File: src/rtl/rtc_pkg.sv
// rtc_pkg: sequencer state encoding and the RTC register address map, indexed by display position
package rtc_pkg;
   typedef enum logic [2:0] {ST_IDLE, ST_REQ, ST_WAIT, ST_CAPT, ST_NEXT} state_t;
   localparam logic [3:0] IDX_LAST = 4'd8;
   localparam logic [7:0] RTC_ADDR [0:8] = '{8'h23, 8'h22, 8'h21, 8'h25, 8'h24, 8'h26, 8'h43, 8'h42, 8'h41};
endpackage

File: src/rtl/rtc_read_sequencer_if.sv
// rtc_read_sequencer_if: req/ack read bus between the sequencer and the RTC register file
interface rtc_read_sequencer_if;
   logic       rd_req;
   logic [7:0] rd_addr;
   logic       rd_ack;
   logic [7:0] rd_data;
   modport master (output rd_req, rd_addr, input rd_ack, rd_data);
   modport slave (input rd_req, rd_addr, output rd_ack, rd_data);
endinterface

File: src/rtl/rtc_refresh_timer.sv
// rtc_refresh_timer: free-running sweep period counter with a single-entry pending flag
module rtc_refresh_timer #(
   parameter int REFRESH_CYCLES = 50_000_000
) (
   input  logic clk,
   input  logic reset,
   input  logic start,
   output logic sweep_pend
);
   localparam int CW = $clog2(REFRESH_CYCLES);
   localparam logic [CW-1:0] TC = CW'(REFRESH_CYCLES - 1);
   logic [CW-1:0] cnt;
   logic tc;
   assign tc = cnt == TC;
   always_ff @(posedge clk or posedge reset)
      if (reset) begin
         cnt <= '0;
         sweep_pend <= 1'b0;
      end else begin
         cnt <= tc ? '0 : cnt + 1'b1;
         // a terminal count on the very edge a sweep starts opens a new period, so it re-arms
         sweep_pend <= tc | (sweep_pend & ~start);
      end
endmodule

File: src/rtl/rtc_read_sequencer.sv
// rtc_read_sequencer: sweeps the nine RTC registers and strobes one BCD nibble per register
module rtc_read_sequencer
   import rtc_pkg::*;
#(
   parameter int REFRESH_CYCLES = 50_000_000,
   parameter int TIMEOUT_CYCLES = 255,
   parameter int NIBBLE_SEL     = 0
) (
   input  logic                 clk,
   input  logic                 reset,
   input  logic                 escribiendo,
   rtc_read_sequencer_if.master bus,
   output logic                 en_out,
   output logic [3:0]           direccion,
   output logic [3:0]           dig0_Dec,
   output logic                 busy,
   output logic                 timeout_err
);
   localparam int TW = $clog2(TIMEOUT_CYCLES + 1);
   state_t state;
   logic [3:0] idx;
   logic [TW-1:0] tcnt;
   logic sweep_pend, start;
   assign start = state == ST_IDLE && sweep_pend && !escribiendo;
   rtc_refresh_timer #(.REFRESH_CYCLES(REFRESH_CYCLES)) u_timer (
      .clk(clk),
      .reset(reset),
      .start(start),
      .sweep_pend(sweep_pend)
   );
   always_ff @(posedge clk or posedge reset)
      if (reset) begin
         state <= ST_IDLE;
         idx <= '0;
         tcnt <= '0;
         bus.rd_req <= 1'b0;
         bus.rd_addr <= '0;
         en_out <= 1'b0;
         direccion <= '0;
         dig0_Dec <= '0;
         busy <= 1'b0;
         timeout_err <= 1'b0;
      end else begin
         en_out <= 1'b0;
         timeout_err <= 1'b0;
         case (state)
            ST_IDLE: if (start) begin
               state <= ST_REQ;
               idx <= '0;
               busy <= 1'b1;
            end
            ST_REQ: begin
               bus.rd_req <= 1'b1;
               bus.rd_addr <= RTC_ADDR[idx];
               tcnt <= '0;
               state <= ST_WAIT;
            end
            // an ack arriving on the terminal count still wins over the timeout
            ST_WAIT: if (bus.rd_ack) begin
               bus.rd_req <= 1'b0;
               en_out <= 1'b1;
               direccion <= idx;
               dig0_Dec <= NIBBLE_SEL != 0 ? bus.rd_data[7:4] : bus.rd_data[3:0];
               state <= ST_CAPT;
            end else if (tcnt == TW'(TIMEOUT_CYCLES)) begin
               bus.rd_req <= 1'b0;
               timeout_err <= 1'b1;
               state <= ST_NEXT;
            end else
               tcnt <= tcnt + 1'b1;
            ST_CAPT: state <= ST_NEXT;
            ST_NEXT: if (idx == IDX_LAST || escribiendo) begin
               state <= ST_IDLE;
               busy <= 1'b0;
            end else begin
               idx <= idx + 1'b1;
               state <= ST_REQ;
            end
            default: state <= ST_IDLE;
         endcase
      end
endmodule

File: src/flat_wrapper.sv
// flat-port wrapper written by rule: the top's interface ports become plain ports
module rtc_read_sequencer_flat import rtc_pkg::*;
#(
   parameter int REFRESH_CYCLES = 50_000_000,
   parameter int TIMEOUT_CYCLES = 255,
   parameter int NIBBLE_SEL     = 0
)
  (clk, reset, escribiendo, en_out, direccion, dig0_Dec, busy, timeout_err, bus_rd_req, bus_rd_addr, bus_rd_ack, bus_rd_data);
  rtc_read_sequencer_if bus_i ();
  input  logic clk;
  input  logic reset;
  input  logic escribiendo;
  output logic en_out;
  output logic [3:0] direccion;
  output logic [3:0] dig0_Dec;
  output logic busy;
  output logic timeout_err;
  output wire logic [$bits(bus_i.rd_req)-1:0] bus_rd_req;
  output wire logic [$bits(bus_i.rd_addr)-1:0] bus_rd_addr;
  input wire logic [$bits(bus_i.rd_ack)-1:0] bus_rd_ack;
  input wire logic [$bits(bus_i.rd_data)-1:0] bus_rd_data;
  assign bus_rd_req = bus_i.rd_req;
  assign bus_rd_addr = bus_i.rd_addr;
  assign bus_i.rd_ack = bus_rd_ack;
  assign bus_i.rd_data = bus_rd_data;
  rtc_read_sequencer #(.REFRESH_CYCLES(REFRESH_CYCLES), .TIMEOUT_CYCLES(TIMEOUT_CYCLES), .NIBBLE_SEL(NIBBLE_SEL)) u_core (.clk(clk), .reset(reset), .escribiendo(escribiendo), .bus(bus_i), .en_out(en_out), .direccion(direccion), .dig0_Dec(dig0_Dec), .busy(busy), .timeout_err(timeout_err));
endmodule
File: config.mk
export PLATFORM = sky130hd
export DESIGN_NAME = rtc_read_sequencer_flat
export DESIGN_NICKNAME = d
export VERILOG_FILES = /design/src/rtl/rtc_pkg.sv /design/src/rtl/rtc_read_sequencer_if.sv /design/src/rtl/rtc_refresh_timer.sv /design/src/rtl/rtc_read_sequencer.sv /design/src/flat_wrapper.sv
export SDC_FILE = /design/constraint.sdc
export NUM_CORES = 1
export LEC_CHECK = 0
export ABC_AREA = 1
export CORE_MARGIN = 4
export CORE_UTILIZATION = 59
export CTS_BUF_LIST = sky130_fd_sc_hd__clkbuf_4 sky130_fd_sc_hd__clkbuf_8
export DETAILED_ROUTE_END_ITERATION = 8
export PLACE_DENSITY = 0.82
export SYNTH_ARGS = -nofsm -noshare
export SYNTH_HDL_FRONTEND = slang
export SYNTH_SLANG_ARGS = --single-unit
File: constraint.sdc
create_clock -name clk -period 2.03 [get_ports clk]
set_input_delay 0.406 -clock clk [delete_from_list [all_inputs] [get_ports clk]]
set_output_delay 0.406 -clock clk [all_outputs]
set_load 0.02 [all_outputs]
Word level (Yosys, flattened, before mapping)
Memories as Yosys holds them, arrays and structs flattened. A register that Yosys moved wholly into a read port is not among the register bits.
Index checks and enable logic that the tools add are counted.
{"block": "word_totals", "register_bits": 54, "mem_bits_ro": 128, "input_bits": 12, "out_inout_bits": 20, "word_cells": 68, "mem_count": 1}
{"memory": "(no name shown)", "words": 16, "word_bits": 8, "read_ports": 1, "rd_clocked_by_memory_dff": 1, "wr": 0, "line_no": "rtc_read_sequencer.sv:54", "rtl": "bus.rd_addr <= RTC_ADDR[idx];"}
{"block": "op_classes", "addsub": 3, "eq_ne": 13, "muxes": 23, "bitwise_logic": 4, "reduce_logical": 13}
{"operator": "$add 26x1->26 const B", "count": 1}
{"operator": "$eq 26x26->1 const B", "count": 1}
{"operator": "$mux 26", "count": 1}
{"operator": "$mux 8", "count": 2}
{"operator": "$pmux 8 s2", "count": 1}
{"operator": "$pmux 3 s5", "count": 1}
{"operator": "$mux 1", "count": 10}
{"operator": "$mux 3", "count": 3}
{"operator": "$reduce_and 3->1", "count": 3}
{"operator": "$add 8x1->8 const B", "count": 1}
{"operator": "$eq 8x8->1 const B", "count": 1}
{"operator": "$mux 4", "count": 2}
{"operator": "$ne 2x2->1 const B", "count": 4}
{"operator": "$pmux 4 s2", "count": 1}
{"operator": "$eq 3x2->1 const B", "count": 2}
{"operator": "$reduce_and 2->1", "count": 3}
{"operator": "$not 4->5", "count": 1}
{"operator": "$add 4x1->4 const B", "count": 1}
{"operator": "$eq 4x4->1 const B", "count": 1}
{"operator": "$pmux 1 s2", "count": 2}
{"operator": "$reduce_bool 2->1", "count": 2}
{"operator": "$eq 3x1->1 const B", "count": 1}
{"operator": "$eq 3x3->1 const B", "count": 1}
{"operator": "$logic_not 3->1", "count": 1}
{"operator": "other kinds (8)", "count": 9}

Logic depth before layout (Yosys ltp)
Gate-level depths: netlist of the first run.
{"block": "logic_depth", "ltp_word": 6, "mapped_depth": 9, "depth_no_buf": 9}

By module
From an unflattened synthesis of the first run, not the netlist that was laid out.
{"block": "hier_totals", "hier_cells": 407, "hier_area_um2": 3148.0}
{"mod": "rtc_read_sequencer", "instances": 1, "cells_per_inst": 188, "area_each_um2": 1600.3, "seq_area_each_um2": 800.8}
{"mod": "rtc_refresh_timer", "instances": 1, "cells_per_inst": 219, "area_each_um2": 1547.7, "seq_area_each_um2": 675.6}

Least setup slack after synthesis of the first run
OpenSTA, ideal clock, no wires.
{"block": "synth_path", "path_kind": "reg2reg", "start": "register u_core.u_timer.cnt[0]", "end": "register u_core.u_timer.cnt[21]", "setup_ns": 0.116, "t_arrival_ns": 1.241, "required_time_ns": 1.914, "slack_ns": 0.673, "path_stages_with_launch": 8, "n_path_buf": 1, "synth_period_minus_slack_ns": 1.357, "cell_sequence": "dfrtp_1 -> ha_1 -> inv_1 -> nor2_4 -> nand4_2 -> nor2_4 -> buf_6 -> nor2_1"}
{"block": "synth_between", "elab_chain_len": 2, "elab_cells_between_ends": 3, "classes_between": "1 x add/sub; 1 x eq/ne; 1 x mux"}
{"item": "from (decl)", "line_no": "rtc_refresh_timer.sv:12", "rtl": "logic [CW-1:0] cnt;"}
{"item": "from (signal assigned)", "line_no": "rtc_refresh_timer.sv:20", "rtl": "cnt <= tc ? '0 : cnt + 1'b1;"}
{"item": "$add 26x1->26 or $eq 26x26->1 (tied branches)", "line_no": "rtc_refresh_timer.sv:20, rtc_refresh_timer.sv:14"}
{"item": "$mux 26 *", "line_no": "rtc_refresh_timer.sv:20"}
Mark *: on every way between the ends. The rest lies on a longest branch, timed or not.
A chain may end at the register's enable or synchronous reset.

Final worst setup path of the first run
{"block": "layout_path", "start": "register u_core.tcnt[0]", "end": "register u_core.tcnt[4]"}
{"block": "layout_between", "elab_chain_len": 4, "elab_cells_between_ends": 7, "classes_between": "1 x add/sub; 2 x eq/ne; 3 x mux; 1 x reduce/logical"}
{"item": "from (decl)", "line_no": "rtc_read_sequencer.sv:22", "rtl": "logic [TW-1:0] tcnt;"}
{"item": "from (signal assigned)", "line_no": "rtc_read_sequencer.sv:70", "rtl": "tcnt <= tcnt + 1'b1;"}
{"item": "$add 8x1->8", "line_no": "rtc_read_sequencer.sv:70"}
{"item": "$mux 8", "line_no": "rtc_read_sequencer.sv:65", "rtl": "end else if (tcnt == TW'(TIMEOUT_CYCLES)) begin"}
{"item": "$mux 8", "line_no": "rtc_read_sequencer.sv:59", "rtl": "ST_WAIT: if (bus.rd_ack) begin"}
{"item": "$pmux 8 s2", "line_no": "rtc_read_sequencer.sv:46", "rtl": "case (state)"}
Parallel ways exist; a longest one is shown, timed or not. The select of a mux whose other input is x is not followed.

==> results.toml, run 1 <==
[status]
outcome = "finished, final reports clean"

[global_route]
first_global_vias = 2708
gr-usage-met3_pct = 4.39
grt_pass1_wl_um = 11700
gr-total-overflow = 0
grt_usage_pct = 23.4
antenna_found_initial = 0
grt_max_degree = 23
grt_busiest_layer = "met2"
met1_usage_pct = 28.8
grtUsageMet2_pct = 38.8

[power]
power_switching_w = 0.00128
comb_power_share_pct = 30.8
ir_drop_mv = 0.823
p_int_w = 0.00242
pwr-share-clk_pct = 27.5
power.leakage_nw = 1.78
pwr_density_cell_nw_per_um2 = 999
swShare_pct = 34.6
sequentialPowerShare_pct = 41.7

[clock_tree]
root_buffer = "clkbuf_8"
htreeDepth = 3
tritoncts = "built"
cts_setup_buffers = 0
cts_buffers = 9
cts_sinks = 59
clock_latency_ns = 0.34
clk_pin_slew_ns = 0.07
cts_hold_buf = 0
ctsLongestPathBuffers = 2
cts_resized = 0

[yosys]
ys_types = 29
netlist_area_um2 = 3210
ys_seq_area_share_pct = 46.0
yosys_warnings = 0
synth_cells = 432
yosysTopAreaCell = "dfrtp_1"
avgSynthCellArea_um2 = 7.42
synth_seq_cells = 59
yosys-top-cells-area = "dfrtp_1, nand2_1, nor2_1, inv_1, nand3_1"
netlist.area_leader.share_pct = 46.0

[die]
die_height_um = 81.7
start_util_pct = 62.0
die_w_um = 81.7
coreArea_um2 = 5170
row_count = 26
die-area_um2 = 6680
ioPinCount = 32

[drt]
drtAntennaViolNets = 0
vias = 2749
drt_wl_total_um = 6670
vias_per_cell = 5.12
detail_route.wl_per_cell_um = 12.4
dr.first_iter.drc_count = 122
drc_errors = 0
dr.pass1.iters = 5

[sta]
finClkSkew_ns = 0.00574
timing.fmax_mhz = 554
drv_slew = 0
finalHoldViolCount = 0
period_share_pct = 88.9
fin_hold_ws_ns = 0.394
period_needed_ns = 1.80
rsz0062_at_grt = "false"
setup_viol = 0
setup_tns_ns = 0

[finish]
num_antenna_cells = 0
final_cell_mix = "nand2_1, nor2_1, dfrtp_1"
final_common_cell = "nand2_1"
fillCellCount = 403
syn_to_final_growth_pct = 15.6
num-nets-final = 482
drive_gt1_share_pct = 8.14

[worst_setup_path]
critPathLaunchType = "flip-flop"
criticalPathCategory = "reg -> reg"
critPathArrivalTime_ns = 2.03
worst_ep_required_time_ns = 2.26
worstPathMaxFanout = 13
cp-end-kind = "flip-flop"
rrSetupSlack_ns = 0.23

[placement]
gp_congestion = 0.896
io_buffers = 24
dp_hpwl_um = 4960

[min_path]
hold_path_class = "in -> async"

[job]
cap_violations = 0
## state kept, by name, indices dropped and copies added, names as in the netlist
| signal | count |
|---|---|
| u_core.bus.rd_addr | 5 |
| u_core.bus.rd_req | 1 |
| u_core.busy | 1 |
| u_core.dig0_Dec | 4 |
| u_core.direccion | 4 |
| u_core.en_out | 1 |
| u_core.idx | 4 |
| u_core.state | 3 |
| u_core.tcnt | 8 |
| u_core.timeout_err | 1 |
| u_core.u_timer.cnt | 26 |
| u_core.u_timer.sweep_pend | 1 |
## final timing paths
kind,from,to,depth (start not counted)
worst max-delay path,u_core.tcnt[0],u_core.tcnt[4],8
worst min-delay path,reset,u_core.dig0_Dec[0],2
worst max register to register,u_core.tcnt[0],u_core.tcnt[4],8
worst min register to register,u_core.dig0_Dec[0],u_core.dig0_Dec[0],2
max in group asynchronous,reset,u_core.u_timer.cnt[16],3
min in group clk,u_core.dig0_Dec[0],u_core.dig0_Dec[0],2
## worst max-delay path: stages, from the launching register on
cell and delay (ns):
dfrtp_1 0.40, ha_1 0.21, nand2_1 0.11, nor2_2 0.18, nand3_1 0.19, nand3_2 0.26
nand2_1 0.18, nand2_1 0.11, nand2_1 0.05
## layout make-up
cell class              instances  area, um2  share of cell area, %
flip-flops and latches         59       1480                   39.8
repair buffers                 26        280                   7.56
clock inverters                 5       55.1                   1.49
clock buffers                  10        131                   3.54
inverters                      53        199                   5.37
multi-input cells             314       1480                   39.8
well taps                      70       87.6                   2.36
## logic make-up (layout without fill, tap and decap cells)
logic type / Yosys count / after routing / synth area share [%]
DFF: 59 / 59 / 46.0
adders and majority gates: 7 / 7 / 2.73
buffers and inverters: 61 / 94 / 8.15
AOI/OAI and AO/OA: 24 / 24 / 4.18
other: 1 / 3 / 0.117
xor gates and xnor gates: 13 / 13 / 3.55
and+or+nand+nor: 267 / 267 / 35.2
## per-layer routing
| metal | wire length [um] | share of wire [%] | vias to the layer above |
|---|---|---|---|
| met3 | 234 | 3.5 | 18 |
| met4 | 166 | 2.5 | 0 |
| met2 | 3260 | 49 | 65 |
| met1 | 3010 | 45 | 1269 |
| li1 | - | - | 1397 |
| met5 | 0 | 0 | - |
## stage by stage
stage | utilization, % | power, W | std cells | area (um2) | worst slack, ns
after global routing | 71.6 | 0.00395 | 537 | 3710 | 0.00577
final | 71.6 | 0.00370 | 537 | 3710 | 0.225
after CTS | 71.6 | 0.00375 | 537 | 3710 | 0.254
after floorplan | - | 0.00228 | 434 | 3210 | 0.168
after detailed placement | 68.0 | 0.00272 | 522 | 3520 | 0.272
after global placement | 68.0 | 0.00267 | 522 | 3520 | 0.350
## power groups by stage
stage	clock network [W]	logic [W]	registers [W]
final	0.00102	0.00114	0.00154
after global routing	0.00110	0.00128	0.00157
after CTS	0.00105	0.00116	0.00154
after detailed placement	0	0.00115	0.00156
after global placement	0	0.00112	0.00155
after floorplan	0	0.000580	0.00170
## synthesized netlist by cell type
master,n
inv_2,3
nand2_1,131
buf_6,2
ha_1,7
nor2_2,8
conb_1,1
buf_4,4
a21oi_1,4
o21ai_0,9
xor2_1,9
o21a_1,1
inv_1,50
a2bb2oi_1,1
nand3_1,37
nand3_2,1
nand4_2,1
o21ai_1,6
dfrtp_1,59
nor2_4,2
a211oi_1,1
o31ai_1,1
nor3_1,3
o21bai_1,1
nand4_1,3
nor2_1,76
nor3_2,2
buf_2,2
xnor2_1,4
nand2_2,3
(Power assumes the default switching activity.)
==> run 2: changes to the inputs <==
==> constraint.sdc (replaced) <==
create_clock -name clk -period 2.03 [get_ports clk]
set_input_delay 0.203 -clock clk [delete_from_list [all_inputs] [get_ports clk]]
set_output_delay 0.203 -clock clk [all_outputs]
set_load 0.02 [all_outputs]
==> results.toml, run 2 (synthesis results as in run 1) <==
[finish]
drive_gt1_share_pct = 8.14
num_antenna_cells = 0
largest_reg_flops = 26
num-nets-final = 481
regMostFlops = "u_core.u_timer.cnt"
reg.largest.list = "u_core.u_timer.cnt: 26 flops, u_core.tcnt: 8 flops, u_core.bus.rd_addr: 5 flops"
syn_to_final_growth_pct = 15.9
fillCellCount = 423
finalInstanceArea_um2 = 3720
instances_no_fill = 537
finish.utilization_pct = 71.8
final_common_cell = "nand2_1"
final_cell_mix = "nand2_1, nor2_1, dfrtp_1"

[worst_setup_path]
cp_num_buf_inv = 0
crit_chain = "ha_1 -> nand2_1 -> nor2_2 -> nand3_1 -> nand3_2 -> nand2_1 -> nand2_1 -> nand2_1"
criticalPathCategory = "reg -> reg"
worst_ep_required_time_ns = 2.26
critPathLaunchType = "flip-flop"
cpMostUsedCell = "nand2_1"
cp-end-kind = "flip-flop"
worstPathMaxFanout = 13
critPathArrivalTime_ns = 2.00
slowest_delay_ns = 0.40
cp_slowest_cell = "dfrtp_1"
worst_path_dominant_cell_family = "simple AND/OR/NAND/NOR gates"

[clock_tree]
cts_resized = 0
clk_pin_slew_ns = 0.07
ctsLongestPathBuffers = 2
cts_setup_buffers = 0
cts_hold_buf = 0
htreeDepth = 3
root_buffer = "clkbuf_8"
clock_latency_ns = 0.34
tritoncts = "built"
cts_sinks = 59
cts_buffers = 9

[placement]
gp_congestion = 0.895
dp_hpwl_um = 4670
io_buffers = 24
dp_cells = 521
placed_area_um2 = 3500
pre_cts_ws_ns = 0.310

[die]
die_w_um = 81.7
start_util_pct = 62.0
die_height_um = 81.7
coreArea_um2 = 5170
ioPinCount = 32
row_count = 26
die-area_um2 = 6680

[drt]
drc_errors = 0
wl_met3_um = 356
highest_layer = "met4"
dr.pass1.iters = 5
dr_wl_met2_um = 3210
vias_per_cell = 5.08
drt_wl_total_um = 6600
drtAntennaViolNets = 0
detail_route.wl_per_cell_um = 12.3
met1Wirelength_um = 2890
dr.first_iter.drc_count = 210
vias = 2728

[power]
power.leakage_nw = 1.79
pwr_density_cell_nw_per_um2 = 1030
ir_drop_mv = 0.944

[sta]
drv_slew = 0
setup_viol = 0
finalWorstSetupSlack_ns = 0.259
period_share_pct = 87.2
timing.fmax_mhz = 565
setup_tns_ns = 0
finalHoldViolCount = 0
rsz0062_at_grt = "false"
finClkSkew_ns = 0.0115
period_needed_ns = 1.77

[global_route]
grt_max_degree = 60
grt_usage_pct = 23.2
antenna_found_initial = 0
gr-total-overflow = 0
grt_pass1_wl_um = 11700
first_global_vias = 2654

[job]
cap_violations = 0

[min_path]
hold_path_class = "in -> async"

[status]
outcome = "finished, final reports clean"
==> run 2: metal layers <==
layer / vias up / global-route usage, %
li1: 1389 / -
met1: 1253 / 28.9
met2: 70 / 38.7
met3: 16 / 7.02
met4: 0 / 7.14
met5: - / 0
==> run 2: stage by stage <==
stage / hold WS [ns] / power (W)
CTS: 0.236 / 0.00389
finish: 0.232 / 0.00385
global route: 0.249 / 0.00411
detailed placement: 0.468 / 0.00270
floorplan: 0.313 / 0.00228
global placement: 0.460 / 0.00266
==> run 2: path summary, 6_finish.rpt <==
kind	cells past startpoint	slack, ns	startpoint	endpoint
max	8	0.26	u_core.tcnt[0]	u_core.tcnt[5]
min	3	0.23	reset	u_core.dig0_Dec[0]
max reg2reg	8	0.26	u_core.tcnt[0]	u_core.tcnt[5]
min reg2reg	2	0.48	u_core.bus.rd_addr[5]	u_core.bus.rd_addr[5]
max in group asynchronous	3	1.54	reset	u_core.u_timer.cnt[20]
min in group clk	3	0.40	bus_rd_data[1]	u_core.dig0_Dec[1]
==> run 2: final cells by class <==
type | count | area [um2] | share of cell area, %
sequential | 59 | 1480 | 39.7
multi-input combinational | 314 | 1480 | 39.7
timing repair buffer | 25 | 260 | 7.00
inverter | 53 | 199 | 5.35
clock buffer | 11 | 139 | 3.74
tap | 70 | 87.6 | 2.36
clock inverter | 5 | 77.6 | 2.09
==> run 2: power by group <==
group          internal, W  switching [W]
Sequential         0.00139       0.000147
Clock             0.000714       0.000450
Combinational     0.000460       0.000682
==> run 2: worst min-delay path, cell delays in order <==
cell             delay, ns
clkdlybuf4s50_1       0.41
inv_2                 0.07
buf_12                0.28
